[config.mk]
export PLATFORM = sky130hd
export DESIGN_NAME = fs_fault_sequencer
export DESIGN_NICKNAME = d
export VERILOG_FILES = /design/src/rtl/fs_test_pkg.sv /design/src/rtl/fs_fault_classifier.sv /design/src/rtl/fs_fault_sequencer.sv
export SDC_FILE = /design/constraint.sdc
export NUM_CORES = 1
export LEC_CHECK = 0
export BUFFER_PORTS_ARGS = -buffer_cell sky130_fd_sc_hd__buf_2
export CORE_MARGIN = 3
export CORE_UTILIZATION = 55
export DETAILED_ROUTE_END_ITERATION = 7
export PLACE_DENSITY = 0.76
export SLEW_MARGIN = 5
export SYNTH_ARGS = -nofsm -noshare
export SYNTH_HDL_FRONTEND = slang
export SYNTH_HIERARCHICAL = 1
export SYNTH_SLANG_ARGS = --single-unit
[constraint.sdc]
create_clock -name clk -period 6.1 [get_ports clk]
set_clock_uncertainty 0.05 [all_clocks]
set_input_delay 0.915 -clock clk [delete_from_list [all_inputs] [get_ports clk]]
set_output_delay 0.915 -clock clk [all_outputs]
set_load 0.005 [all_outputs]
[src/rtl/fs_test_pkg.sv]
// Shared definitions for the full_subtractor fault sequencer:
//   state_t     - sequencer FSM states
//   VECTORS     - the four stimulus vectors {A,B,Bin}, index k = 0..3
//   EXP_RESP    - fault-free response {D,Bout} for each vector
//   FC_*        - 4-bit fault codes 0..8
package fs_test_pkg;

  typedef enum logic [2:0] {
    ST_IDLE,
    ST_LOAD,
    ST_SETTLE_WAIT,
    ST_SAMPLE,
    ST_FINISH
  } state_t;

  // Element [k] is vector k: 111, 110, 101, 100.
  localparam logic [3:0][2:0] VECTORS  = {3'b100, 3'b101, 3'b110, 3'b111};
  // Element [k] is the good response {D,Bout} to vector k.
  localparam logic [3:0][1:0] EXP_RESP = {2'b10, 2'b00, 2'b00, 2'b11};

  localparam logic [3:0] FC_NONE    = 4'd0;
  localparam logic [3:0] FC_A       = 4'd1;
  localparam logic [3:0] FC_B       = 4'd2;
  localparam logic [3:0] FC_BIN     = 4'd3;
  localparam logic [3:0] FC_A_B     = 4'd4;
  localparam logic [3:0] FC_B_BIN   = 4'd5;
  localparam logic [3:0] FC_A_BIN   = 4'd6;
  localparam logic [3:0] FC_A_B_BIN = 4'd7;
  localparam logic [3:0] FC_UNCLASS = 4'd8;

endpackage

[src/rtl/fs_fault_classifier.sv]
// Combinational fault classifier.
//   i_idx  - vector index k (0..3) currently being sampled
//   i_d    - observed difference output
//   i_bout - observed borrow output
//   o_code - 0 when the response matches, else stuck-at diagnosis (1..8)
module fs_fault_classifier
  import fs_test_pkg::*;
(
  input  logic [1:0] i_idx,
  input  logic       i_d,
  input  logic       i_bout,
  output logic [3:0] o_code
);

  logic [1:0] w_resp;

  assign w_resp = {i_d, i_bout};

  always_comb begin
    o_code = FC_UNCLASS;
    if (w_resp == EXP_RESP[i_idx]) begin
      o_code = FC_NONE;
    end else begin
      case ({i_idx, w_resp})
        4'b00_01: o_code = FC_A;
        4'b00_10: o_code = FC_B_BIN;
        4'b01_10: o_code = FC_B;
        4'b01_11: o_code = FC_A_BIN;
        4'b10_10: o_code = FC_BIN;
        4'b10_11: o_code = FC_A_B;
        4'b11_00: o_code = FC_A_B_BIN;
        default:  o_code = FC_UNCLASS;
      endcase
    end
  end

endmodule

[src/rtl/fs_fault_sequencer.sv]
// Diagnostic sequencer for a full_subtractor: applies four vectors, samples
// the DUT response after SETTLE cycles each, latches the first fault code.
//   clk, rst_n          - clock, asynchronous active-low reset
//   start               - single-cycle run request (honoured only in IDLE)
//   dut_d, dut_bout     - DUT responses
//   test_a/test_b/test_bin - registered stimulus into the DUT
//   busy                - high while the sequence runs
//   done                - one-cycle result-valid pulse
//   fault_code          - diagnosis, held until the next accepted start
//   fault_found         - fault_code != 0
module fs_fault_sequencer
  import fs_test_pkg::*;
#(
  parameter int unsigned SETTLE = 2
) (
  input  logic       clk,
  input  logic       rst_n,
  input  logic       start,
  input  logic       dut_d,
  input  logic       dut_bout,
  output logic       test_a,
  output logic       test_b,
  output logic       test_bin,
  output logic       busy,
  output logic       done,
  output logic [3:0] fault_code,
  output logic       fault_found
);

  localparam logic [3:0] LAST_WAIT = 4'(SETTLE - 1);

  state_t     r_state, w_next;
  logic [1:0] r_idx,   w_idx;
  logic [3:0] r_wait,  w_wait;
  logic [2:0] r_test,  w_test;
  logic       r_busy,  w_busy;
  logic       r_done,  w_done;
  logic [3:0] r_code,  w_code;
  logic       r_found;
  logic [3:0] w_class;

  fs_fault_classifier u_classifier (
    .i_idx  (r_idx),
    .i_d    (dut_d),
    .i_bout (dut_bout),
    .o_code (w_class)
  );

  always_ff @(posedge clk or negedge rst_n) begin
    if (!rst_n) r_state <= ST_IDLE;
    else        r_state <= w_next;
  end

  // LOAD only presents vector 0; SAMPLE presents each following vector so
  // that every vector period is exactly SETTLE_WAIT(SETTLE) + SAMPLE(1).
  always_comb begin
    w_next = r_state;
    case (r_state)
      ST_IDLE:        if (start) w_next = ST_LOAD;
      ST_LOAD:        w_next = ST_SETTLE_WAIT;
      ST_SETTLE_WAIT: if (r_wait == LAST_WAIT) w_next = ST_SAMPLE;
      ST_SAMPLE:      w_next = (r_idx == 2'd3) ? ST_FINISH : ST_SETTLE_WAIT;
      ST_FINISH:      w_next = ST_IDLE;
      default:        w_next = ST_IDLE;
    endcase
  end

  // Next values of every registered output and datapath register.
  always_comb begin
    w_idx  = r_idx;
    w_wait = r_wait;
    w_test = r_test;
    w_busy = r_busy;
    w_done = 1'b0;
    w_code = r_code;
    case (r_state)
      ST_IDLE: begin
        if (start) begin
          w_busy = 1'b1;
          w_code = FC_NONE;
          w_idx  = '0;
          w_wait = '0;
          w_test = '0;
        end
      end
      ST_LOAD: begin
        w_test = VECTORS[r_idx];
        w_wait = '0;
      end
      ST_SETTLE_WAIT: begin
        if (r_wait == LAST_WAIT) begin
          // Sample edge: only the first non-zero diagnosis is kept.
          w_wait = '0;
          if (r_code == FC_NONE) w_code = w_class;
        end else begin
          w_wait = r_wait + 4'd1;
        end
      end
      ST_SAMPLE: begin
        if (r_idx == 2'd3) begin
          w_test = '0;
          w_busy = 1'b0;
          w_done = 1'b1;
        end else begin
          w_idx  = r_idx + 2'd1;
          w_test = VECTORS[r_idx + 2'd1];
          w_wait = '0;
        end
      end
      ST_FINISH: begin
        w_test = '0;
      end
      default: begin
        w_test = '0;
        w_busy = 1'b0;
      end
    endcase
  end

  always_ff @(posedge clk or negedge rst_n) begin
    if (!rst_n) begin
      r_idx   <= '0;
      r_wait  <= '0;
      r_test  <= '0;
      r_busy  <= 1'b0;
      r_done  <= 1'b0;
      r_code  <= '0;
      r_found <= 1'b0;
    end else begin
      r_idx   <= w_idx;
      r_wait  <= w_wait;
      r_test  <= w_test;
      r_busy  <= w_busy;
      r_done  <= w_done;
      r_code  <= w_code;
      r_found <= (w_code != FC_NONE);
    end
  end

  assign test_a      = r_test[2];
  assign test_b      = r_test[1];
  assign test_bin    = r_test[0];
  assign busy        = r_busy;
  assign done        = r_done;
  assign fault_code  = r_code;
  assign fault_found = r_found;

endmodule

== Word-level counts from Yosys, hierarchy flattened ==
Index checks and enable logic that the tools add are counted.

* Add/subtract/negate cells: 2
* Multipliers: 0
* Div/mod/pow operators: 0
* Magnitude comparators: 2
* Equality and inequality tests: 18
* Shifts and indexed selects: 0
* Mux-type cells: 31
* Bitwise logic cells: 2
* Reduce and logical (&&, ||, !) cells: 11

{| class="wikitable"
|+ Operators by type and width
! kind !! number
|-
| $mux W4 || 7
|-
| $pmux W4 S7 || 1
|-
| $pmux W3 S4 || 2
|-
| $mux W3 || 7
|-
| $pmux W4 S4 || 1
|-
| $bmux W3 S2 || 2
|-
| $eq A4 B4 Y1 const B || 3
|-
| $reduce_and A3 Y1 || 3
|-
| $eq A4 B1 Y1 const B || 2
|-
| $eq A4 B3 Y1 const B || 2
|-
| $ne A2 B2 Y1 const B || 4
|-
| $pmux W4 S2 || 1
|-
| $reduce_bool A4 Y1 || 2
|-
| $eq A3 B2 Y1 const B || 2
|-
| $lt A2 B3 Y1 const B || 2
|-
| $mux W2 || 3
|-
| $add A4 B1 Y4 const B || 1
|-
| $bmux W2 S2 || 1
|-
| $eq A4 B2 Y1 const B || 1
|-
| $logic_not A4 Y1 || 1
|-
| $mux W1 || 4
|-
| $pmux W2 S2 || 1
|-
| $reduce_and A2 Y1 || 2
|-
| $eq A3 B1 Y1 const B || 1
|-
| other kinds (9) || 10
|}

* Bits in registers: 19
* Bits in latches: 0
* Memory bits (writable): 0
* Bits in read-only memories: 0
* Bits of input ports: 5
* Output and inout port bits: 10
* Logic and storage cells: 74
* Memories kept: 0

== Logic depth before layout (Yosys ltp) ==
Gate-level depths: netlist of the first run.

* Word-level depth: 8
* Depth in mapped cells: 9
* Gate-level depth less buffers: 8

== Hierarchy ==
The synthesis of the first run kept the hierarchy.

{| class="wikitable"
|+ Modules (own cells, without submodules)
! module !! instances !! cells each !! area an instance (um^2) !! seq. area each (um^2)
|-
| fs_fault_sequencer || 1 || 90 || 945.9 || 475.5
|-
| fs_fault_classifier || 1 || 37 || 296.5 || 0.0
|}

== Least setup slack after synthesis of the first run ==
OpenSTA, ideal clock, no wires.

* Path kind: input to register
* Start point: input dut_bout
* End point: register r_found (netlist: fault_found)
* Setup time: 0.140 ns
* Arrival time: 2.182 ns
* Required time: 5.910 ns
* Slack: 3.728 ns
* Stages: 7
* Buffers on the path: 1
* Cells stage by stage: buf_4 > and3_1 > a2111oi_2 > o21ai_1 > or4_1 > nand3_1 > a21oi_1

* Word-level cells in the longest chain between the ends: 7
* Elaborated cells on any way between the ends: 14
* Those cells by class: eq/ne: 8; mux: 5; reduce/logical: 1

{| class="wikitable"
|+ Ends and longest elaborated chain
! what !! RTL line !! RTL
|-
| start: declaration || fs_fault_sequencer.sv:20 || <nowiki>input logic dut_bout,</nowiki>
|-
| $eq A4 B4 Y1, or another cell as far along || fs_fault_classifier.sv:24 || <nowiki>case ({i_idx, w_resp})</nowiki>
|-
| $pmux W4 S7 || fs_fault_classifier.sv:24 ||
|-
| $mux W4 * || fs_fault_classifier.sv:21 || <nowiki>if (w_resp == EXP_RESP[i_idx]) begin</nowiki>
|-
| via w_class[2] || fs_fault_sequencer.sv:40 || <nowiki>logic [3:0] w_class;</nowiki>
|-
| $mux W4 * || fs_fault_sequencer.sv:94 || <nowiki>if (r_code == FC_NONE) w_code = w_class;</nowiki>
|-
| $mux W4 * || fs_fault_sequencer.sv:91 || <nowiki>if (r_wait == LAST_WAIT) begin</nowiki>
|-
| $pmux W4 S2 * || fs_fault_sequencer.sv:76 || <nowiki>case (r_state)</nowiki>
|-
| $reduce_bool A4 Y1 * || fs_fault_sequencer.sv:136 || <nowiki>r_found <= (w_code != FC_NONE);</nowiki>
|-
| end signal: assignment || fs_fault_sequencer.sv:136 ||
|-
| end: declaration || fs_fault_sequencer.sv:39 || <nowiki>logic r_found;</nowiki>
|}

Mark *: on every way through the listed nets, which the timed path passes. The rest lies on a longest branch.
A chain may end at the register's enable or synchronous reset.

== Final worst setup path of the first run ==
* Start point: register r_idx[0]
* End point: register r_found (netlist: fault_found)

* Word-level cells in the longest chain between the ends: 8
* Elaborated cells on any way between the ends: 16
* Those cells by class: eq/ne: 8; mux: 7; reduce/logical: 1

{| class="wikitable"
|+ Ends and longest elaborated chain
! what !! RTL line !! RTL
|-
| start: declaration || fs_fault_sequencer.sv:33 || <nowiki>logic [1:0] r_idx, w_idx;</nowiki>
|-
| start signal: assignment || fs_fault_sequencer.sv:130 || <nowiki>r_idx <= w_idx;</nowiki>
|-
| $bmux W2 S2 || fs_fault_classifier.sv:21 ||
|-
| $mux W2 (not written as such) || fs_fault_classifier.sv:21 ||
|-
| $eq A2 B2 Y1 || fs_fault_classifier.sv:21 ||
|-
| $mux W4 * || fs_fault_classifier.sv:21 ||
|-
| via w_class[2] || fs_fault_sequencer.sv:40 ||
|-
| $mux W4 * || fs_fault_sequencer.sv:94 ||
|-
| $mux W4 * || fs_fault_sequencer.sv:91 ||
|-
| $pmux W4 S2 * || fs_fault_sequencer.sv:76 ||
|-
| $reduce_bool A4 Y1 * || fs_fault_sequencer.sv:136 ||
|}

Mark *: on every way through the listed nets, which the timed path passes. The rest lies on a longest branch. The select of a mux whose other input is x is not followed.

==> flow_summary.json, run 1 <==
{
  "status": "completed",
  "worst_path_max_delay_cell": "dfrtp_1",
  "portBuffers": 14,
  "finalCritPeriodShare": 0.404,
  "cts_setup_buffers": 0,
  "critical_path_class": "flip-flop to flip-flop",
  "layout.nets": 156,
  "max_stage_delay_ns": 0.52,
  "worst_setup_path_start_kind": "flip-flop",
  "core_area_mm2": 0.00204,
  "clockBufferDepth": 2,
  "dp_slack_ns": 3.54,
  "async_flop_share": 1.00,
  "clkSinkCount": 19,
  "regArea_um2": 475,
  "cts_tree": "done",
  "grtUsageMet2": 0.304,
  "multi_input_area_um2": 699,
  "max_slew_margin": 0.695,
  "htreeDepth": 1,
  "synth_area_leaders": "dfrtp_1 (38%), ha_1 (10%), a22o_1 (2.8%), nor2_1 (2.7%), mux2i_1 (2.4%)",
  "overflow": 0,
  "combPwrFrac": 0.505,
  "met1_usage": 0.245,
  "powerDensity_mw_per_mm2": 446,
  "finalWirelength_um": 2280,
  "design_area_mm2": 0.00134,
  "path_max_fanout": 10,
  "r2r_cells": 8,
  "first_pass_iters": 4,
  "synth_common_cells": "dfrtp_1 (19), ha_1 (10), nor2_1 (9)",
  "intPower_w": 0.000344,
  "ys.flop_type": "dfrtp_1",
  "synth_edf_count": 0,
  "syn_nets": 142,
  "ys_seq_elements": 19,
  "io_pins": 15,
  "period_needed_ns": 2.47,
  "fp.dieW_um": 53.5,
  "ys.warnings.count": 6,
  "drcViolationCount": 0,
  "finalSetupViolCount": 0,
  "gp_congestion": 0.942,
  "worstPathArrival_ns": 2.57,
  "dr.first_iter.drc_count": 5,
  "crit_chain": "inv_1 -> ha_1 -> nor2b_1 -> a2111oi_2 -> o21ai_1 -> or4_1 -> nand3_1 -> a21oi_1",
  "fin_setup_tns_ns": 0,
  "fill_cells": 180,
  "syn_inst": 127,
  "pwr-share-clk": 0.110,
  "grt_pass1_vias": 880,
  "layout_setup_ws_ns": 3.63,
  "fp.dieH_um": 53.5,
  "power_leakage_nw": 0.641,
  "power_w": 0.000595,
  "avgRoutedWirePerCell_um": 13.6,
  "n_antenna_cell": 0,
  "cts_buffers": 3,
  "syn_avg_cell_area_um2": 9.78,
  "power.switching_w": 0.000251,
  "grt_max_degree": 20,
  "cap_violations": 0,
  "hold_violations": 0,
  "swShare": 0.422,
  "r2r_slack_ns": 3.63,
  "drv_slew": 0,
  "vias_per_cell": 5.81,
  "syn_to_final_growth_pct": 7.45,
  "use_met3": 0.0332,
  "max_freq_mhz": 406,
  "dpl-instance-area_mm2": 0.00131,
  "postCtsHoldBufs": 0,
  "synth_top_area_frac": 0.383,
  "endpoint_kind": "flip-flop",
  "synthMostInstantiatedCell": "dfrtp_1",
  "top_usage_layer": "met2",
  "drive_gt1_frac": 0.193,
  "synth_cell_types": 48,
  "cp.required_ns": 6.21,
  "rows": 16,
  "grt_pass1_wl_um": 3910,
  "cts_resized": 0,
  "antenna_found_initial": 0,
  "syn_area_mm2": 0.00124,
  "critPathBufInv": 1,
  "path_depth": 8,
  "clkLatencyLatePin_ns": 0.30,
  "start_util": 0.608,
  "crit_family": "simple AND/OR/NAND/NOR gates",
  "ant_nets": 0,
  "fp.dieArea_mm2": 0.00287,
  "clkTransAtPathRegs_ns": 0.12,
  "min_path_type": "input port to async pin",
  "vdd_drop_max_mv": 0.278,
  "placed_cells": 163,
  "power_frac_seq": 0.385,
  "seq_area_frac_synth": 0.383,
  "grtUsageTotal": 0.185,
  "stdcell_count": 167,
  "synth.largest_area_cell": "dfrtp_1",
  "worst_pin_slew_ns": 0.454,
  "vias": 970,
  "rsz0062_at_grt": "no",
  "root_buffer": "clkbuf_4",
  "dp_hpwl_um": 1740
}
[layout make-up]
cell class	instances	share of cell area
flip-flops and latches	19	0.356
inverters	7	0.0197
clock buffers	3	0.0169
multi-input cells	96	0.524
well taps	27	0.0253
clock inverters	1	0.00562
repair buffers	14	0.0525
[per-layer routing]
layer	up-vias	wire, um	part of all wire
li1	488	-	-
met4	0	27	0.012
met5	-	0	0
met1	456	1080	0.48
met3	4	82	0.036
met2	22	1080	0.48
[worst paths after layout]
kind,endpoint,startpoint
min in group clk,r_test[2],r_test[2]
worst max register to register,fault_found,r_idx[0]
worst max-delay path,fault_found,r_idx[0]
worst min-delay path,r_test[2],rst_n
worst min register to register,r_test[2],r_test[2]
max in group asynchronous,r_wait[2],rst_n
[sequential cells by signal, summed over array words and instances, names as in the netlist]
| signal | flops |
|---|---|
| r_idx | 2 |
| fault_code | 4 |
| fault_found | 1 |
| r_wait | 4 |
| done | 1 |
| busy | 1 |
| r_state | 3 |
| r_test | 3 |
[stage by stage]
step                       util  hold slack [ns]
after detailed placement  0.639            0.457
after global routing      0.654            0.483
after CTS                 0.654            0.484
after global placement    0.639            0.446
after floorplan               -            0.434
final                     0.654            0.476
[layout by cell type (no fill, tap or decap), drive strengths merged, types with 2 or more instances in the layout]
cell and count:
nor2 9, and2b 3, o21ai 7, buf 14
ha 10, nor3b 4, nor3 2, a21oi 3
and2 3, o311ai 2, inv 7, nand2 7
a21o 2, and3 2, nand2b 4, dfrtp 19
mux2i 3, a22o 4, nor2b 2, o22ai 3
clkbuf 3, or3 2, nand3 6
[worst reg2reg max path, delay by kind of cell (launching register included)]
kind                     cells  cell delay (ns)
AND/OR/NAND/NOR              3             0.79
flip-flops                   1             0.52
AO/OA/AOI/OAI                3             0.52
adder cells (fa/ha/maj)      1             0.33
buffers and inverters        1             0.11
[power groups by stage]
stage | sequential, W | clock (W) | combinational (W)
after CTS | 0.000228 | 0.0000686 | 0.000302
after detailed placement | 0.000229 | 0 | 0.000302
after global placement | 0.000229 | 0 | 0.000289
final | 0.000229 | 0.0000657 | 0.000300
after global routing | 0.000237 | 0.0000734 | 0.000340
after floorplan | 0.000216 | 0 | 0.000244
[kinds of logic (layout without fill, tap and decap cells)]
| logic type | after synthesis | in the layout | synth area share |
|---|---|---|---|
| simple gates | 50 | 50 | 0.240 |
| compound gates | 31 | 31 | 0.182 |
| flops | 19 | 19 | 0.383 |
| buf+inv | 12 | 25 | 0.0544 |
| fa+ha+maj | 10 | 10 | 0.101 |
| mux | 4 | 4 | 0.0332 |
| xor+xnor | 1 | 1 | 0.00705 |
No activity file was read; power rests on OpenSTA's default activity.
==> run 2, diff against run 1 <==
CORE_UTILIZATION = 51   (was 55)
PLACE_DENSITY = 0.74   (was 0.76)
clock period = 2.1 ns   (was 6.1 ns; I/O delays follow)
==> run 2 against run 1 <==
Effect of this change: the run now ends with setup timing left; global-route usage shrank 0.41 points; sequential power grew to 2.9 times the previous value; flip-flop and latch count is the same; wire length rose by 15%; die area rose by 6.9%; register-to-register slack got worse by 3.7 ns; sequential share of layout area shrank 4.5 points; non-clock buffer count increased by 15; cell count rose by 9.6%; setup slack worse by 3.7 ns; critical endpoint unchanged; largest cell class unchanged; largest power group unchanged.
==> flow_summary.json, run 2 (synthesis results as in run 1) <==
{
  "layout_setup_ws_ns": -0.0273,
  "layout_commonest_cell": "dfrtp_1",
  "clkLatencyLatePin_ns": 0.30,
  "max_freq_mhz": 470,
  "power_leakage_nw": 0.723,
  "worst_setup_path_start_kind": "flip-flop",
  "grtUsageTotal": 0.181,
  "layout.nets": 171,
  "overflow": 0,
  "cts_buffers": 3,
  "final_cell_mix": "dfrtp_1 (18), buf_2 (14), buf_4 (11), nor2_1 (9)",
  "fp.dieH_um": 55.4,
  "clkTransAtPathRegs_ns": 0.12,
  "portBuffers": 14,
  "cp.required_ns": 2.22,
  "rsz0062_at_grt": "yes",
  "critical_path_class": "flip-flop to flip-flop",
  "cap_violations": 0,
  "vdd_drop_max_mv": 0.885,
  "rows": 17,
  "drv_slew": 0,
  "clkSinkCount": 19,
  "min_path_type": "input port to flip-flop",
  "fp.dieW_um": 55.4,
  "grt_pass1_wl_um": 4520,
  "stdcell_count": 183,
  "status": "finished with violations",
  "dp_slack_ns": -0.0255,
  "n_antenna_cell": 0,
  "grt_max_degree": 20,
  "root_buffer": "clkbuf_4",
  "worst_pin_slew_ns": 0.504,
  "worstPathArrival_ns": 2.25,
  "period_needed_ns": 2.13,
  "drive_gt1_frac": 0.342,
  "fin_setup_tns_ns": -0.0356,
  "core_area_mm2": 0.00225,
  "io_pins": 15,
  "finalCritPeriodShare": 1.01,
  "syn_to_final_growth_pct": 23.4,
  "max_slew_margin": 0.661,
  "powerDensity_mw_per_mm2": 1360,
  "path_max_fanout": 7,
  "avgRoutedWirePerCell_um": 14.3,
  "dp_hpwl_um": 1860,
  "finalSetupViolCount": 2,
  "r2r_cells": 8,
  "hold_ws_ns": 0.314,
  "violations": "setup timing",
  "placed_cells": 169,
  "clockBufferDepth": 2,
  "drcViolationCount": 0,
  "fp.dieArea_mm2": 0.00306,
  "grt_pass1_vias": 1039,
  "power_w": 0.00208,
  "vias": 1037,
  "cts_tree": "done",
  "first_pass_iters": 4,
  "dr.first_iter.drc_count": 18,
  "finalWirelength_um": 2630,
  "endpoint_kind": "flip-flop",
  "gp_congestion": 0.812,
  "vias_per_cell": 5.67,
  "antenna_found_initial": 0,
  "htreeDepth": 1,
  "holdPathStages": 3,
  "ant_nets": 0,
  "hold_violations": 0,
  "start_util": 0.551
}
-- run 2: cell types whose count changed in the layout (fill, tap and decap cells not counted), sizes merged --
cell,delta
buf,+14
clkbuf,+1
clkinvlp,-1
dlygate4sd3,+1
-- run 2: final cells by class --
type | count | area [um2]
timing repair buffer | 29 | 196
sequential | 19 | 477
clock buffer | 4 | 26.3
inverter | 7 | 26.3
tap | 28 | 35.0
multi-input combinational | 96 | 772
fill | 187 | 722
-- run 2: worst paths after layout --
| check | startpoint | end | slack (ns) |
|---|---|---|---|
| hold / removal | start | r_state[0] | 0.31 |
| max in group asynchronous | rst_n | r_idx[0] | 1.23 |
| min in group asynchronous | rst_n | busy | 0.43 |
| setup / recovery | r_idx[1] | fault_found | -0.03 |
| hold reg to reg | r_test[2] | r_test[2] | 0.48 |
| setup reg to reg | r_idx[1] | fault_found | -0.03 |
-- run 2: through the flow --
stage	area, um2	util
after floorplan	1260	-
after global placement	1370	0.605
after detailed placement	1370	0.605
after CTS	1480	0.655
after global routing	1530	0.680
final	1530	0.680
-- run 2: what timing repair did --
action                     CTS  global route
hold buffers                 1             0
setup endpoints to repair    1             2
hold endpoints to repair    19             0
cloned                       0             0
gates resized for setup      6             7
setup buffers                6             3
pin swaps                    5             3
-- run 2: layer usage --
| metal | part of all wire | global-route usage |
|---|---|---|
| met1 | 0.49 | 0.230 |
| met2 | 0.49 | 0.311 |
| met3 | 0.019 | 0.0280 |
| met4 | 0.0061 | 0.0625 |
| met5 | 0 | 0 |
-- run 2: where the power goes --
part / internal (W) / total (W) / leakage [nW] / switching (W)
sequential: 0.000505 / 0.000655 / 0.236 / 0.000150
clock: 0.0000740 / 0.000195 / 0.0150 / 0.000121
combinational: 0.000663 / 0.00123 / 0.472 / 0.000571
total: 0.00124 / 0.00208 / 0.723 / 0.000841
-- run 2: critical path: stages, from the launching register on --
cell and delay, ns:
dfrtp_1 0.43, inv_2 0.08, ha_4 0.27, and2_4 0.15, o311ai_4 0.25, nand2_1 0.10
or4_4 0.52, nand3_2 0.08, a21oi_2 0.05
==> run 3, diff against run 2 <==
SKIP_LAST_GASP = 1   (was not set)
==> run 3 against run 2 <==
Effect of this change: the run still ends with setup timing left; cell count is the same; count of clock-buffer cells in the layout is the same; first-iteration DRC count is the same; worst hold slack lost 0.0088 ns; utilization shrank 0.67 points; critical path depth is the same; combinational power is essentially flat; via count is the same; total power shrank 1.5%; register-to-register slack is essentially flat; fmax shrank 0.17%; clock power is essentially flat.
==> flow_summary.json, run 3 (synthesis results as in run 1) <==
{
  "vias": 1037,
  "start_util": 0.551,
  "finalWirelength_um": 2620,
  "clkSinkCount": 19,
  "worst_pin_slew_ns": 0.487,
  "io_pins": 15,
  "power_leakage_nw": 0.720,
  "grtUsageTotal": 0.181,
  "endpoint_kind": "flip-flop",
  "grt_pass1_wl_um": 4520,
  "clkLatencyLatePin_ns": 0.31,
  "cp.required_ns": 2.22,
  "grt_pass1_vias": 1039,
  "max_slew_margin": 0.675,
  "clkTransAtPathRegs_ns": 0.13,
  "vias_per_cell": 5.67,
  "drcViolationCount": 0,
  "path_max_fanout": 7,
  "dr.first_iter.drc_count": 18,
  "violations": "setup timing",
  "dpl-instance-area_mm2": 0.00137,
  "n_antenna_cell": 0,
  "critical_path_class": "flip-flop to flip-flop",
  "cap_violations": 0,
  "grt_max_degree": 20,
  "final_cell_mix": "dfrtp_1 (18), buf_2 (14), buf_4 (14), nor2_1 (9)",
  "layout_commonest_cell": "dfrtp_1",
  "design_area_mm2": 0.00152,
  "layout.nets": 171,
  "finalCritPeriodShare": 1.01,
  "crit_chain": "inv_2 -> ha_4 -> and2_4 -> o311ai_4 -> nand2_1 -> or4_4 -> nand3_2 -> a21oi_1",
  "antenna_found_initial": 0,
  "syn_to_final_growth_pct": 22.2,
  "overflow": 0,
  "fp.dieW_um": 55.4,
  "dp_hpwl_um": 1860,
  "crit_family": "simple AND/OR/NAND/NOR gates",
  "drive_gt1_frac": 0.335,
  "gp_congestion": 0.812,
  "vdd_drop_max_mv": 0.882,
  "first_pass_iters": 4,
  "min_path_type": "input port to flip-flop",
  "period_needed_ns": 2.13,
  "status": "finished with violations",
  "drv_slew": 0,
  "fill_cells": 188,
  "r2r_slack_ns": -0.03,
  "worst_path_max_delay_cell": "or4_4",
  "max_freq_mhz": 469,
  "dp_slack_ns": -0.0255,
  "clockBufferDepth": 2,
  "worstPathArrival_ns": 2.25,
  "core_area_mm2": 0.00225,
  "critPathBufInv": 1,
  "finalSetupViolCount": 3,
  "cts_tree": "done",
  "powerDensity_mw_per_mm2": 1350,
  "fp.dieH_um": 55.4,
  "worst_setup_path_start_kind": "flip-flop",
  "rows": 17,
  "layout_setup_ws_ns": -0.0310,
  "portBuffers": 14,
  "hold_violations": 0,
  "fp.dieArea_mm2": 0.00306,
  "cts_buffers": 3,
  "ant_nets": 0,
  "root_buffer": "clkbuf_4",
  "rsz0062_at_grt": "yes",
  "avgRoutedWirePerCell_um": 14.3,
  "final_util": 0.673,
  "htreeDepth": 1,
  "max_stage_delay_ns": 0.52
}
## run 3: path summary, 6_finish.rpt
kind / from / end / cells past startpoint
worst max-delay path: r_idx[1] / fault_found / 8
worst min-delay path: start / r_state[0] / 3
worst max register to register: r_idx[1] / fault_found / 8
worst min register to register: r_test[2] / r_test[2] / 2
max in group asynchronous: rst_n / r_idx[0] / 2
min in group asynchronous: rst_n / r_state[2] / 2
## run 3: per-layer routing
layer / wire length, um / global-route usage
met5: 0 / 0
met4: 16 / 0.0625
met3: 57 / 0.0280
met2: 1290 / 0.311
met1: 1260 / 0.230
## run 3: tightest hold or removal path, delay by kind of cell
family	cells	cell delay (ns)
and+or+nand+nor	1	0.11
AOI/OAI and AO/OA	1	0.08
buffers and inverters	1	0.12
## run 3: area by class of cell
class                   count  area (um2)  share of cell area
multi-input cells          96         768               0.506
flip-flops and latches     19         477               0.314
repair buffers             29         185               0.122
well taps                  28        35.0              0.0231
clock buffers               4        26.3              0.0173
inverters                   7        26.3              0.0173
## run 3: power breakdown
part | switching [W] | internal [W] | total (W)
Combinational | 0.000559 | 0.000643 | 0.00120
Clock | 0.000124 | 0.0000740 | 0.000198
Sequential | 0.000148 | 0.000505 | 0.000653
## run 3: timing repair
item	CTS	global route
endpoints found under the setup margin	1	2
pin swaps	5	2
buffers inserted	6	3
hold endpoints to repair	19	0
gates resized for setup	6	3
cloned	0	0
hold buffers	1	0
## run 3: stage by stage
stage | std cells | TNS [ns] | hold slack (ns) | power, W
final | 183 | -0.0768 | 0.305 | 0.00205
after floorplan | 127 | 0 | -0.0306 | 0.00137
after CTS | 180 | -0.00748 | 0.313 | 0.00196
after global placement | 169 | 0 | 0.222 | 0.00160
after global routing | 183 | -0.299 | 0.326 | 0.00223
after detailed placement | 169 | -0.0255 | 0.228 | 0.00166
